File: config.mk
export PLATFORM = sky130hd
export DESIGN_NAME = mem_wb_stage
export DESIGN_NICKNAME = d
export VERILOG_FILES = /design/src/rtl/mem_wb_stage.sv
export SDC_FILE = /design/constraint.sdc
export NUM_CORES = 1
export LEC_CHECK = 0
export BUFFER_PORTS_ARGS = -buffer_cell sky130_fd_sc_hd__buf_2
export CAP_MARGIN = 20
export CORE_AREA = 2 2 110 112
export CTS_BUF_LIST = sky130_fd_sc_hd__clkbuf_8
export DETAILED_ROUTE_END_ITERATION = 12
export DIE_AREA = 0 0 112 114
export PLACE_DENSITY = 0.74
export SLEW_MARGIN = 10
export SYNTH_ARGS = -nofsm -noshare
export SYNTH_HDL_FRONTEND = slang
export SYNTH_SLANG_ARGS = --single-unit
File: constraint.sdc
create_clock -name clk -period 4.03 [get_ports clk]
set_input_delay 0.2015 -clock clk [delete_from_list [all_inputs] [get_ports clk]]
set_output_delay 0.2015 -clock clk [all_outputs]
set_load 0.02 [all_outputs]
File: src/rtl/mem_wb_stage.sv
// Memory-access stage and MEM/WB register: req/ack data port with wait states and an optional timeout.
// Zero-wait and non-memory ops reach W in one cycle; each wait state adds one cycle while mem_stall freezes upstream.
module mem_wb_stage #(
    parameter int TIMEOUT = 255,
    parameter int CNT_W   = 8
) (
    input  logic        clk,
    input  logic        rst_n,
    input  logic [31:0] M_R,
    input  logic [31:0] M_R2,
    input  logic [31:0] M_pc_4,
    input  logic [4:0]  M_RW,
    input  logic        M_jal,
    input  logic        M_MemtoReg,
    input  logic        M_MemWrite,
    input  logic        M_sh,
    input  logic        M_RegWrite,
    input  logic        M_syscall,
    input  logic        M_mfc0,
    output logic        dm_req,
    output logic        dm_we,
    output logic [31:0] dm_addr,
    output logic [3:0]  dm_be,
    output logic [31:0] dm_wdata,
    input  logic        dm_ack,
    input  logic [31:0] dm_rdata,
    output logic        mem_stall,
    output logic        mem_err,
    output logic [31:0] W_data,
    output logic [4:0]  W_RW,
    output logic        W_RegWrite,
    output logic        W_syscall,
    output logic [31:0] W_pc_4
);

    typedef enum logic {IDLE, BUSY} state_t;

    state_t           state;
    logic [CNT_W-1:0] cnt;
    logic             is_mem;
    logic             mis;
    logic             tmo;
    logic             fail;
    logic [31:0]      wb_data;

    always_comb begin
        is_mem  = M_MemtoReg | M_MemWrite;
        mis     = is_mem & (M_sh ? M_R[0] : |M_R[1:0]);
        tmo     = (state == BUSY) && (TIMEOUT != 0) && (cnt == CNT_W'(TIMEOUT));
        // Gated by rst_n so the port goes quiet the instant reset asserts.
        dm_req  = rst_n & ((state == BUSY) | ((state == IDLE) & is_mem & ~mis));
        mem_stall = dm_req & ~dm_ack & ~tmo;
        // An ack arriving on the timeout cycle still counts as success.
        fail    = ((state == IDLE) & mis) | (tmo & ~dm_ack);
        dm_we   = M_MemWrite;
        dm_addr = {M_R[31:2], 2'b00};
        if (M_MemWrite && M_sh) begin
            dm_be = M_R[1] ? 4'b1100 : 4'b0011;
        end else begin
            dm_be = 4'b1111;
        end
        dm_wdata = M_sh ? {M_R2[15:0], M_R2[15:0]} : M_R2;
        if (M_jal) begin
            wb_data = M_pc_4;
        end else if (M_MemtoReg) begin
            wb_data = dm_rdata;
        end else begin
            wb_data = M_R;
        end
    end

    always_ff @(posedge clk or negedge rst_n) begin
        if (!rst_n) begin
            state      <= IDLE;
            cnt        <= '0;
            mem_err    <= 1'b0;
            W_data     <= '0;
            W_RW       <= '0;
            W_pc_4     <= '0;
            W_RegWrite <= 1'b0;
            W_syscall  <= 1'b0;
        end else begin
            case (state)
                IDLE: begin
                    if (dm_req && !dm_ack) begin
                        state <= BUSY;
                        cnt   <= CNT_W'(1);
                    end
                end
                BUSY: begin
                    if (dm_ack || tmo) begin
                        state <= IDLE;
                        cnt   <= '0;
                    end else begin
                        cnt <= cnt + CNT_W'(1);
                    end
                end
                default: begin
                    state <= IDLE;
                    cnt   <= '0;
                end
            endcase
            mem_err <= fail;
            // A stalled cycle writes a bubble so the held instruction retires exactly once.
            if (mem_stall) begin
                W_RegWrite <= 1'b0;
                W_syscall  <= 1'b0;
            end else begin
                W_data     <= wb_data;
                W_RW       <= M_RW;
                W_pc_4     <= M_pc_4;
                W_RegWrite <= M_RegWrite & ~fail;
                W_syscall  <= M_syscall;
            end
        end
    end

endmodule

# --- Yosys cells after proc, flatten, opt, wreduce, memory -nomap -nowiden ---
# Index checks and enable logic that the tools add are counted.
word_totals:
  regBits: 81
classes:
  n_reduce_logical: 6
  n_eq_ne: 2
  addsub: 1
  n_mux: 14
  bitwise_logic: 17
ops:
  columns: ["operator", "count"]
  rows:
  - ["$mux W32", 3]
  - ["$mux W8", 2]
  - ["$pmux W8 S2", 1]
  - ["$and A1 B1 Y1", 9]
  - ["$add A8 B1 Y8 const B", 1]
  - ["$eq A8 B8 Y1 const B", 1]
  - ["$mux W4", 2]
  - ["$mux W1", 5]
  - ["$not A1 Y1", 5]
  - ["$logic_and A1 B1 Y1", 3]
  - ["$or A1 B1 Y1", 3]
  - ["$ne A2 B1 Y1 const B", 1]
  - ["$pmux W1 S2", 1]
  - ["$reduce_or A2 Y1", 1]
  - ["$logic_not A1 Y1", 1]
  - ["$logic_or A1 B1 Y1", 1]

# --- Longest topological paths before layout ---
# Gate-level depths: netlist of the first run.
logic_depth:
  word_depth: 10
  ltp_mapped: 6

# --- Least setup slack after synthesis of the first run ---
# No wires, ideal clock.
synth_timing:
  path_type: "register to register"
  from: "register cnt[0]"
  to: "register W_pc_4[13]"
  stages_incl_launch_ff: 7
  arrival_ns: 1.643
  required_time_ns: 3.902
  path_buffers: 1
  period_less_slack_ns: 1.770
  path_slack_ns: 2.260
  path_cell_list: "dfrtp_1 > ha_1 > and3_1 > nand4_1 > nand3_4 > buf_4 > mux2_1"
synth_via:
  elab_chain_cells: 4
synth_rtl:
  columns: ["item", "line_no", "text"]
  rows:
  - ["start, declared", "39", "logic [CNT_W-1:0] cnt;"]
  - ["start signal, assigned", "95", "cnt <= cnt + CNT_W'(1);"]
  - ["$eq A8 B8 Y1", "49", "tmo = (state == BUSY) && (TIMEOUT != 0) && (cnt == CNT_W'(TIMEOUT));"]
  - ["$logic_and A1 B1 Y1", "49", null]
  - ["$not A1 Y1", "52", "mem_stall = dm_req & ~dm_ack & ~tmo;"]
  - ["$and A1 B1 Y1", "52", null]
  - ["end signal, assigned", "111", "W_pc_4 <= M_pc_4;"]
  - ["end, declared", "33", "output logic [31:0] W_pc_4"]
# No other way between the ends.
# A chain may end at the register's enable or synchronous reset.

# --- Worst setup path in the final report of the first run ---
layout_timing:
  from: "register cnt[1]"
  to: "output port mem_stall"
layout_via:
  elab_chain_cells: 4
layout_rtl:
  columns: ["item", "line_no", "text"]
  rows:
  - ["$eq A8 B8 Y1", "49", null]
  - ["$logic_and A1 B1 Y1", "49", null]
  - ["$not A1 Y1", "52", null]
  - ["$and A1 B1 Y1", "52", null]
  - ["end, declared", "27", "output logic mem_stall,"]
# No other way between the ends.

==> impl_metrics.tcl, run 1 <==
set metrics [dict create \
    maxCapViolCount 0 \
    yosys_register_bits 81 \
    cts.clk_slew.worst_paths_ns 0.08 \
    h-tree-depth 3 \
    yosys.cell_types.count 36 \
    min_from "M_RegWrite" \
    hold_violations 0 \
    wire_per_inst_um 15.2 \
    dr.pass1.iters 6 \
    pwr_density_cell_nw_per_um2 356 \
    overflow 0 \
    drtIter0Drc 131 \
    post-route-util 0.490 \
    async_flop_share 1.00 \
    path_class "reg2out" \
    drc_errors 0 \
    core_um2 11700 \
    maxSlewHeadroom 0.329 \
    die_w_um 112 \
    grt_pass1_wl_um 17700 \
    peakVddDrop_uv 131 \
    whs_path_depth 3 \
    skew_ns 0.00833 \
    critical_path.max_fanout 37 \
    period_share 0.728 \
    ys_warn_count 0 \
    final_antenna_net_count 0 \
    tightest_slew_ns 1.01 \
    port_buffers 282 \
    power_mw 2.04 \
    wl_um 11600 \
    grt_start_max_net_pins 76 \
    gp_congestion 0.878 \
    yosysSeqAreaShare 0.456 \
    via_per_inst 4.79 \
    cp_data_required_time_ns 3.83 \
    status "complete, no violations" \
    timing.setup.tns_ns 0 \
    nets 758 \
    netlist_instances 387 \
    hold_path_end "W_RegWrite" \
    leakagePower_nw 3.02 \
    syn_to_final_growth_pct 29.2 \
    hpwl_um 9050 \
    clk_latency_ns 0.35 \
    r2r-start "cnt[1]" \
    placed_cells 749 \
    maxSlewViolCount 0 \
    rsz0062_at_grt "no" \
    yosysTopAreaCell "dfrtp_1" \
    reg2reg_setup_slack_ns 1.38 \
    via_count 3671 \
    setup_violations 0 \
    numCtsBuffers 9 \
    dieArea_um2 12800 \
    syn-cell-area_um2 4440 \
    clockBufferDepth 2 \
    synth_area_leaders "dfrtp_1, mux2_1, buf_4" \
    hold_class "in2reg" \
    cts_num_sinks 81 \
    synth_top_cell_area_share 0.456 \
    ff2ff_path_depth 6 \
    grt_pass1_vias 3557 \
    place_ws_ns 1.35 \
    r2r-end "W_pc_4[3]" \
    final_cells 766 \
    fmax_ghz 0.341 \
    synth_edf_count 0 \
    drive_above_1_share 0.524 \
    gr-usage-all-layers 0.174 \
    die_h_um 114 \
    io-pin-count 286 \
    worst_slack_ns 1.10 \
    critPathCaptureType "primary output" \
    period_minus_slack_ns 2.93 \
    arrival_ns 2.73 \
    cts_tree "done" \
    placementRows 40 \
    synth-main-ff-cell "dfrtp_1" \
    start_util 0.379 \
    root_buffer "clkbuf_8" \
    synth_area_per_cell_um2 11.5 \
    cts_setup_buffers 0 \
    antenna_found_initial 1 \
    startpoint_type "register" \
]
sequential cells by signal, indices dropped and copies added (netlist names):
register / count
W_RW: 5
W_RegWrite: 1
W_data: 32
W_pc_4: 32
W_syscall: 1
cnt: 8
mem_err: 1
state: 1
timing repair:
action,in CTS,in global routing
resized for setup,0,0
hold buffers,1,0
hold endpoints to repair,6,0
cell usage after synthesis, types with 4 or more instances:
| library cell | n |
|---|---|
| mux2_1 | 63 |
| clkbuf_1 | 8 |
| mux2_2 | 22 |
| nand2_1 | 36 |
| buf_6 | 6 |
| nand3_1 | 5 |
| a22o_1 | 4 |
| inv_1 | 6 |
| mux2i_1 | 33 |
| buf_2 | 5 |
| buf_4 | 52 |
| o21ai_0 | 36 |
| dfrtp_1 | 81 |
cell type report:
type                            count  area [um^2]
Multi-Input combinational cell    229         1880
Timing Repair Buffer              287         1450
Fill cell                        1095         5970
Tap cell                          147          184
Clock inverter                      4         21.3
Sequential cell                    81         2030
Antenna cell                        1         2.50
Clock buffer                       11          151
Inverter                            6         22.5
worst max path at each step:
stage	to	cells after the start	startpoint
3_3_place_gp	W_pc_4[20]	6	cnt[1]
6_report	mem_stall	7	cnt[1]
3_5_place_dp	W_pc_4[20]	6	cnt[1]
5_1_grt	mem_stall	7	cnt[1]
2_1_floorplan	W_pc_4[13]	6	cnt[0]
4_1_cts	mem_stall	7	cnt[1]
placed cells by master (no fill, tap or decap), types with 2 or more instances in the layout:
cell type and instances:
nand3_1 5, nor3_1 2, a31oi_1 2, and2_1 2, a22o_1 4, inv_1 8
and3_1 2, mux2_2 22, o21ai_0 36, a21o_1 2, nand2_1 36, mux2i_1 33
clkbuf_8 11, nor2_1 3, dfrtp_1 81, mux2_1 63, buf_2 282, buf_4 4
conb_1 2
layer usage:
metal / vias up / track usage / wire length [um]
li1: 1754 / - / -
met1: 1756 / 0.216 / 4910
met2: 146 / 0.299 / 5710
met3: 15 / 0.0425 / 829
met4: 0 / 0.0610 / 180
met5: - / 0 / 0
worst max-delay path: stages (launching register included):
cell     delay (ns)
dfrtp_1        0.41
ha_1           0.21
and3_1         0.26
nand4_1        0.24
nand3_4        0.51
buf_4          0.51
inv_1          0.07
buf_2          0.17
power breakdown:
part	total, mW	switching (mW)	internal [mW]
sequential	0.942	0.0467	0.895
combinational	0.568	0.339	0.230
clock	0.533	0.283	0.250
total	2.04	0.669	1.38
through the flow:
step / cell area, um^2 / hold slack [ns]
after floorplan: 4440 / -0.0941
after global placement: 5550 / 0.0255
after detailed placement: 5550 / 0.0269
after CTS: 5740 / 0.0409
after global routing: 5740 / 0.0471
final: 5740 / 0.0606
logic make-up after synthesis:
| logic type | synth area share |
|---|---|
| compound gates | 0.0679 |
| xor+xnor | 0.00197 |
| fa+ha+maj | 0.00282 |
| buf+inv | 0.121 |
| flops | 0.456 |
| mux | 0.290 |
| other cells | 0.000844 |
| simple gates | 0.0586 |
No activity file was read; power rests on OpenSTA's default activity.
==> inputs of run 2 (changes only) <==
--- a/config.mk
+++ b/config.mk
@@ -7,10 +7,10 @@
 export LEC_CHECK = 0
 export BUFFER_PORTS_ARGS = -buffer_cell sky130_fd_sc_hd__buf_2
 export CAP_MARGIN = 20
-export CORE_AREA = 2 2 110 112
+export CORE_AREA = 2 2 112 114
 export CTS_BUF_LIST = sky130_fd_sc_hd__clkbuf_8
 export DETAILED_ROUTE_END_ITERATION = 12
-export DIE_AREA = 0 0 112 114
+export DIE_AREA = 0 0 114 116
 export PLACE_DENSITY = 0.74
 export SLEW_MARGIN = 10
 export SYNTH_ARGS = -nofsm -noshare
==> constraint.sdc (replaced) <==
create_clock -name clk -period 2.55 [get_ports clk]
set_input_delay 0.1275 -clock clk [delete_from_list [all_inputs] [get_ports clk]]
set_output_delay 0.1275 -clock clk [all_outputs]
set_load 0.02 [all_outputs]
==> run 2 against run 1 <==
Against the previous run:
- first-iteration DRC count up 17%
- largest power group unchanged
- via count rose by 4.6%
- final cell count increased by 5.1%
- global-route usage rose by 1.1 points
- setup slack got worse by 0.72 ns
==> impl_metrics.tcl, run 2 (synthesis results as in run 1) <==
set metrics [dict create \
    period_minus_slack_ns 2.18 \
    cts_tree "done" \
    critical_path.max_fanout 26 \
    tightest_slew_ns 0.770 \
    post_cts_resized 0 \
    arrival_ns 2.41 \
    hold_ws_ns 0.0235 \
    met1_usage 0.223 \
    path_class "reg2reg" \
    grt_pass1_vias 3807 \
    overflow 0 \
    final_cells 805 \
    final_cell_mix "buf_2, dfrtp_1, mux2_1" \
    maxSlewHeadroom 0.487 \
    timing.setup.tns_ns 0 \
    worst_slack_ns 0.375 \
    critPathMaxStageDelay_ns 0.40 \
    gr-usage-all-layers 0.185 \
    status "complete, no violations" \
    setup_violations 0 \
    dieArea_um2 13200 \
    busiest_layer "met2" \
    leakagePower_nw 3.21 \
    met3_usage 0.0413 \
    die_w_um 114 \
    gp_congestion 0.848 \
    clk_latency_ns 0.35 \
    numCtsBuffers 9 \
    via_count 3839 \
    via_per_inst 4.77 \
    cp_slowest_cell "dfrtp_1" \
    wl_um 12800 \
    wire_per_inst_um 15.9 \
    drtIter0Drc 153 \
    skew_ns 0.00950 \
    start_util 0.373 \
    power_mw 3.43 \
    crit_chain "ha_1, and3_1, nand4_1, nand3_4, buf_12, mux2_1" \
    period_share 0.853 \
    layout_commonest_cell "buf_2" \
    place_ws_ns 0.399 \
    maxCapViolCount 0 \
    cp_data_required_time_ns 2.78 \
    drive_above_1_share 0.502 \
    hold_violations 0 \
    antenna_found_initial 0 \
    port_buffers 282 \
    hpwl_um 9380 \
    peakVddDrop_uv 258 \
    critPathCaptureType "register" \
    cts_num_sinks 81 \
    startpoint_type "register" \
    final_antenna_net_count 0 \
    hold_class "in2reg" \
    grt_pass1_wl_um 18900 \
    drc_errors 0 \
    use_met2 0.326 \
    pwr_density_cell_nw_per_um2 555 \
    io-pin-count 286 \
    n_fill_cell 1085 \
    grt_start_max_net_pins 60 \
    cts_setup_buffers 0 \
    h-tree-depth 3 \
    cts_hold_buffers 35 \
    placementRows 40 \
    fmax_ghz 0.460 \
    die_h_um 116 \
    dr.pass1.iters 4 \
    insertedDiodeCount 0 \
    rsz0062_at_grt "no" \
    clockBufferDepth 2 \
    top_regs "W_data (32), W_pc_4 (32), cnt (8)" \
    root_buffer "clkbuf_8" \
    nets 797 \
    placed_cells 754 \
    core_um2 11900 \
    cts.clk_slew.worst_paths_ns 0.08 \
    maxSlewViolCount 0 \
    syn_to_final_growth_pct 39.1 \
]
-- run 2: cell count changes in the layout (fill, tap and decap cells not counted) --
| cell | delta |
|---|---|
| clkbuf_8 | +1 |
| buf_4 | +4 |
| dlygate4sd3_1 | +34 |
| buf_2 | -1 |
| clkinv_4 | -1 |
| diode_2 | -1 |
| bufinv_16 | +1 |
| buf_12 | +2 |
-- run 2: metal layers --
metal	part of all wire	vias to the layer above
met4	0.016	0
met5	0	-
met3	0.055	16
met2	0.51	139
met1	0.42	1842
li1	-	1842
-- run 2: layout make-up --
| class | count | area (um^2) | area share |
|---|---|---|---|
| Inverter | 6 | 22.5 | 0.00365 |
| Tap cell | 147 | 184 | 0.0298 |
| Timing Repair Buffer | 326 | 1860 | 0.301 |
| Clock buffer | 12 | 165 | 0.0267 |
| Sequential cell | 81 | 2030 | 0.328 |
| Multi-Input combinational cell | 229 | 1880 | 0.304 |
| Clock inverter | 4 | 42.5 | 0.00689 |
-- run 2: through the flow --
stage                     utilization  cell area, um^2
after CTS                       0.518             6180
after global routing            0.518             6180
after floorplan                     -             4440
after global placement          0.472             5620
final                           0.518             6180
after detailed placement        0.472             5620
-- run 2: worst paths after layout --
kind | from | endpoint | slack [ns] | cells after the start
worst max-delay path | cnt[1] | W_RW[3] | 0.37 | 6
worst min-delay path | M_pc_4[14] | W_pc_4[14] | 0.02 | 2
worst max register to register | cnt[1] | W_RW[3] | 0.37 | 6
worst min register to register | W_pc_4[13] | W_pc_4[13] | 0.48 | 1
max in group asynchronous | rst_n | W_pc_4[15] | 1.10 | 4
min in group asynchronous | rst_n | cnt[2] | 0.18 | 2
-- run 2: worst max-delay path: cells and delay by family, from the launching register on --
| family | cells | cell delay (ns) |
|---|---|---|
| buffers and inverters | 1 | 0.24 |
| multiplexers | 1 | 0.35 |
| flip-flops | 1 | 0.40 |
| AND/OR/NAND/NOR | 3 | 0.85 |
| adder cells (fa/ha/maj) | 1 | 0.20 |
-- run 2: where the power goes --
part           leakage, nW  switching, mW  internal (mW)
Combinational         2.12          0.555          0.409
Sequential           0.973         0.0728           1.42
Clock                0.115          0.454          0.525
==> inputs of run 3 (changes only) <==
==> config.mk (replaced) <==
export PLATFORM = sky130hd
export DESIGN_NAME = mem_wb_stage
export DESIGN_NICKNAME = d
export VERILOG_FILES = /design/src/rtl/mem_wb_stage.sv
export SDC_FILE = /design/constraint.sdc
export NUM_CORES = 1
export LEC_CHECK = 0
export BUFFER_PORTS_ARGS = -buffer_cell sky130_fd_sc_hd__buf_4
export CAP_MARGIN = 20
export CELL_PAD_IN_SITES_DETAIL_PLACEMENT = 0
export CELL_PAD_IN_SITES_GLOBAL_PLACEMENT = 1
export CORE_MARGIN = 2
export CORE_UTILIZATION = 29
export CTS_BUF_LIST = sky130_fd_sc_hd__clkbuf_8
export DETAILED_ROUTE_END_ITERATION = 12
export PLACE_DENSITY_LB_ADDON = 0.1
export SLEW_MARGIN = 10
export SYNTH_ARGS = -nofsm -noshare
export SYNTH_HDL_FRONTEND = slang
export SYNTH_SLANG_ARGS = --single-unit
==> run 3 against run 2 <==
Against the previous run:
- setup slack worse by 0.087 ns
- hold slack improved by 0.045 ns
- register-to-register slack improved by 0.15 ns
- first-iteration DRC count decreased by 24%
- clock-buffer cell count decreased by 2
- routed wire length increased by 5.2%
- global-route usage fell by 2.2 points
- power increased by 0.91%
- final cell count increased by 5.1%
- non-clock buffer count rose by 1
- die area up 23%
- critical path type is now reg2out
- largest power group unchanged
==> impl_metrics.tcl, run 3 (synthesis results as in run 1) <==
set metrics [dict create \
    status "complete, no violations" \
    wl_met2_um 6940 \
    cts_tree "done" \
    critPathMaxStageDelay_ns 0.40 \
    dr.pass1.iters 4 \
    post-route-util 0.458 \
    clock_power_share 0.244 \
    antenna_found_initial 0 \
    drc_errors 0 \
    critical_path.max_fanout 40 \
    hold_class "in2reg" \
    final_cell_area_um2 6910 \
    crit_chain "ha_1, and3_1, nand4_1, nand3_4, buf_12, inv_1, buf_4" \
    start_util 0.294 \
    m1WireLength_um 5670 \
    hpwl_um 10000 \
    overflow 0 \
    clk_latency_ns 0.36 \
    via_per_inst 4.48 \
    period_share 0.887 \
    critPathCaptureType "primary output" \
    final_antenna_net_count 0 \
    setup_violations 0 \
    die_h_um 128 \
    post_cts_resized 0 \
    place_area_um2 6340 \
    cts.clk_slew.worst_paths_ns 0.08 \
    io-pin-count 286 \
    gp_congestion 0.750 \
    p_seq_frac 0.431 \
    top_regs "W_data (32), W_pc_4 (32), cnt (8)" \
    wire_per_inst_um 15.9 \
    cp_slowest_cell "dfrtp_1" \
    gr-usage-all-layers 0.162 \
    rsz0062_at_grt "no" \
    p_sw_mw 1.12 \
    grt_pass1_wl_um 20500 \
    arrival_ns 2.14 \
    startpoint_type "register" \
    maxSlewHeadroom 0.400 \
    drive_above_1_share 0.494 \
    switching_share 0.322 \
    skew_ns 0.0108 \
    core_um2 15100 \
    hold_violations 0 \
    peakVddDrop_uv 269 \
    final_cell_mix "buf_4, dfrtp_1, mux2_1" \
    nets 798 \
    power_frac_comb 0.326 \
    cp_data_required_time_ns 2.42 \
    drtIter0Drc 117 \
    timing.setup.tns_ns 0 \
    grt_start_max_net_pins 69 \
    numCtsBuffers 9 \
    clockBufferDepth 2 \
    wl_um 13500 \
    h-tree-depth 3 \
    syn_to_final_growth_pct 55.5 \
    p_int_mw 2.35 \
    root_buffer "clkbuf_8" \
    layout_commonest_cell "buf_4" \
    port_buffers 282 \
    placementRows 45 \
    grt_pass1_vias 3861 \
    die_w_um 128 \
    maxCapViolCount 0 \
    maxSlewViolCount 0 \
    dieArea_um2 16300 \
    period_minus_slack_ns 2.26 \
    via_count 3788 \
    pwr_density_cell_nw_per_um2 501 \
    cts_num_sinks 81 \
    leakagePower_nw 3.43 \
    path_class "reg2out" \
    fmax_ghz 0.442 \
    insertedDiodeCount 0 \
    power_mw 3.46 \
    wl_met3_um 659 \
    routed.top_layer "met4" \
    tightest_slew_ns 0.900 \
]
==> run 3: cell count changes in the layout (fill, tap and decap cells not counted) <==
cell | before | now
buf_2 | 281 | 0
buf_4 | 8 | 285
bufinv_16 | 1 | 0
clkbuf_8 | 12 | 10
clkinv_2 | 1 | 2
clkinvlp_4 | 0 | 1
dlygate4sd3_1 | 35 | 40
==> run 3: per-stage QoR <==
step	hold WS, ns	cells	setup slack (ns)
final	0.0681	846	0.287
after global routing	0.0387	846	0.138
after CTS	0.0451	846	0.260
after detailed placement	0.00745	791	0.538
after global placement	0.00769	791	0.584
after floorplan	-0.168	388	0.780
==> run 3: critical path, delay by kind of cell (launching register included) <==
family | cells | cell delay (ns)
adder cells (fa/ha/maj) | 1 | 0.21
buffers and inverters | 3 | 0.46
flip-flops | 1 | 0.40
AND/OR/NAND/NOR | 3 | 0.67
==> run 3: layer usage <==
layer	vias to the layer above	GRT usage
met5	-	0
met4	0	0.0575
met3	13	0.0342
met2	120	0.283
met1	1817	0.198
li1	1838	-
==> run 3: path summary, 6_finish.rpt <==
check | from | end | slack (ns) | cells after the start
worst max-delay path | cnt[1] | mem_stall | 0.29 | 7
worst min-delay path | dm_ack | mem_err | 0.07 | 2
worst max register to register | cnt[1] | W_pc_4[19] | 0.52 | 6
worst min register to register | W_data[15] | W_data[15] | 0.49 | 1
max in group asynchronous | rst_n | W_RW[1] | 1.16 | 3
min in group asynchronous | rst_n | W_data[24] | 0.23 | 2
==> run 3: area by class of cell <==
cell class                 instances  area [um^2]
multi-input combinational        229         1880
tap                              188          235
sequential                        81         2030
clock inverter                     5         25.0
inverter                           6         22.5
fill                            1497         8180
clock buffer                      10          138
timing repair buffer             327         2580
==> run 3: what timing repair did <==
item,CTS,global route
setup buffers,0,0
hold buffers,40,0
endpoints found under the setup margin,0,0
endpoints found under the hold margin,52,0
==> run 3: power by group through the flow <==
stage               Combinational, mW  Clock, mW  Sequential (mW)
floorplan                       0.438          0             1.65
global placement                 1.08          0             1.51
detailed placement               1.09          0             1.52
CTS                              1.15      0.898             1.49
global route                     1.21      0.957             1.51
finish                           1.13      0.843             1.49
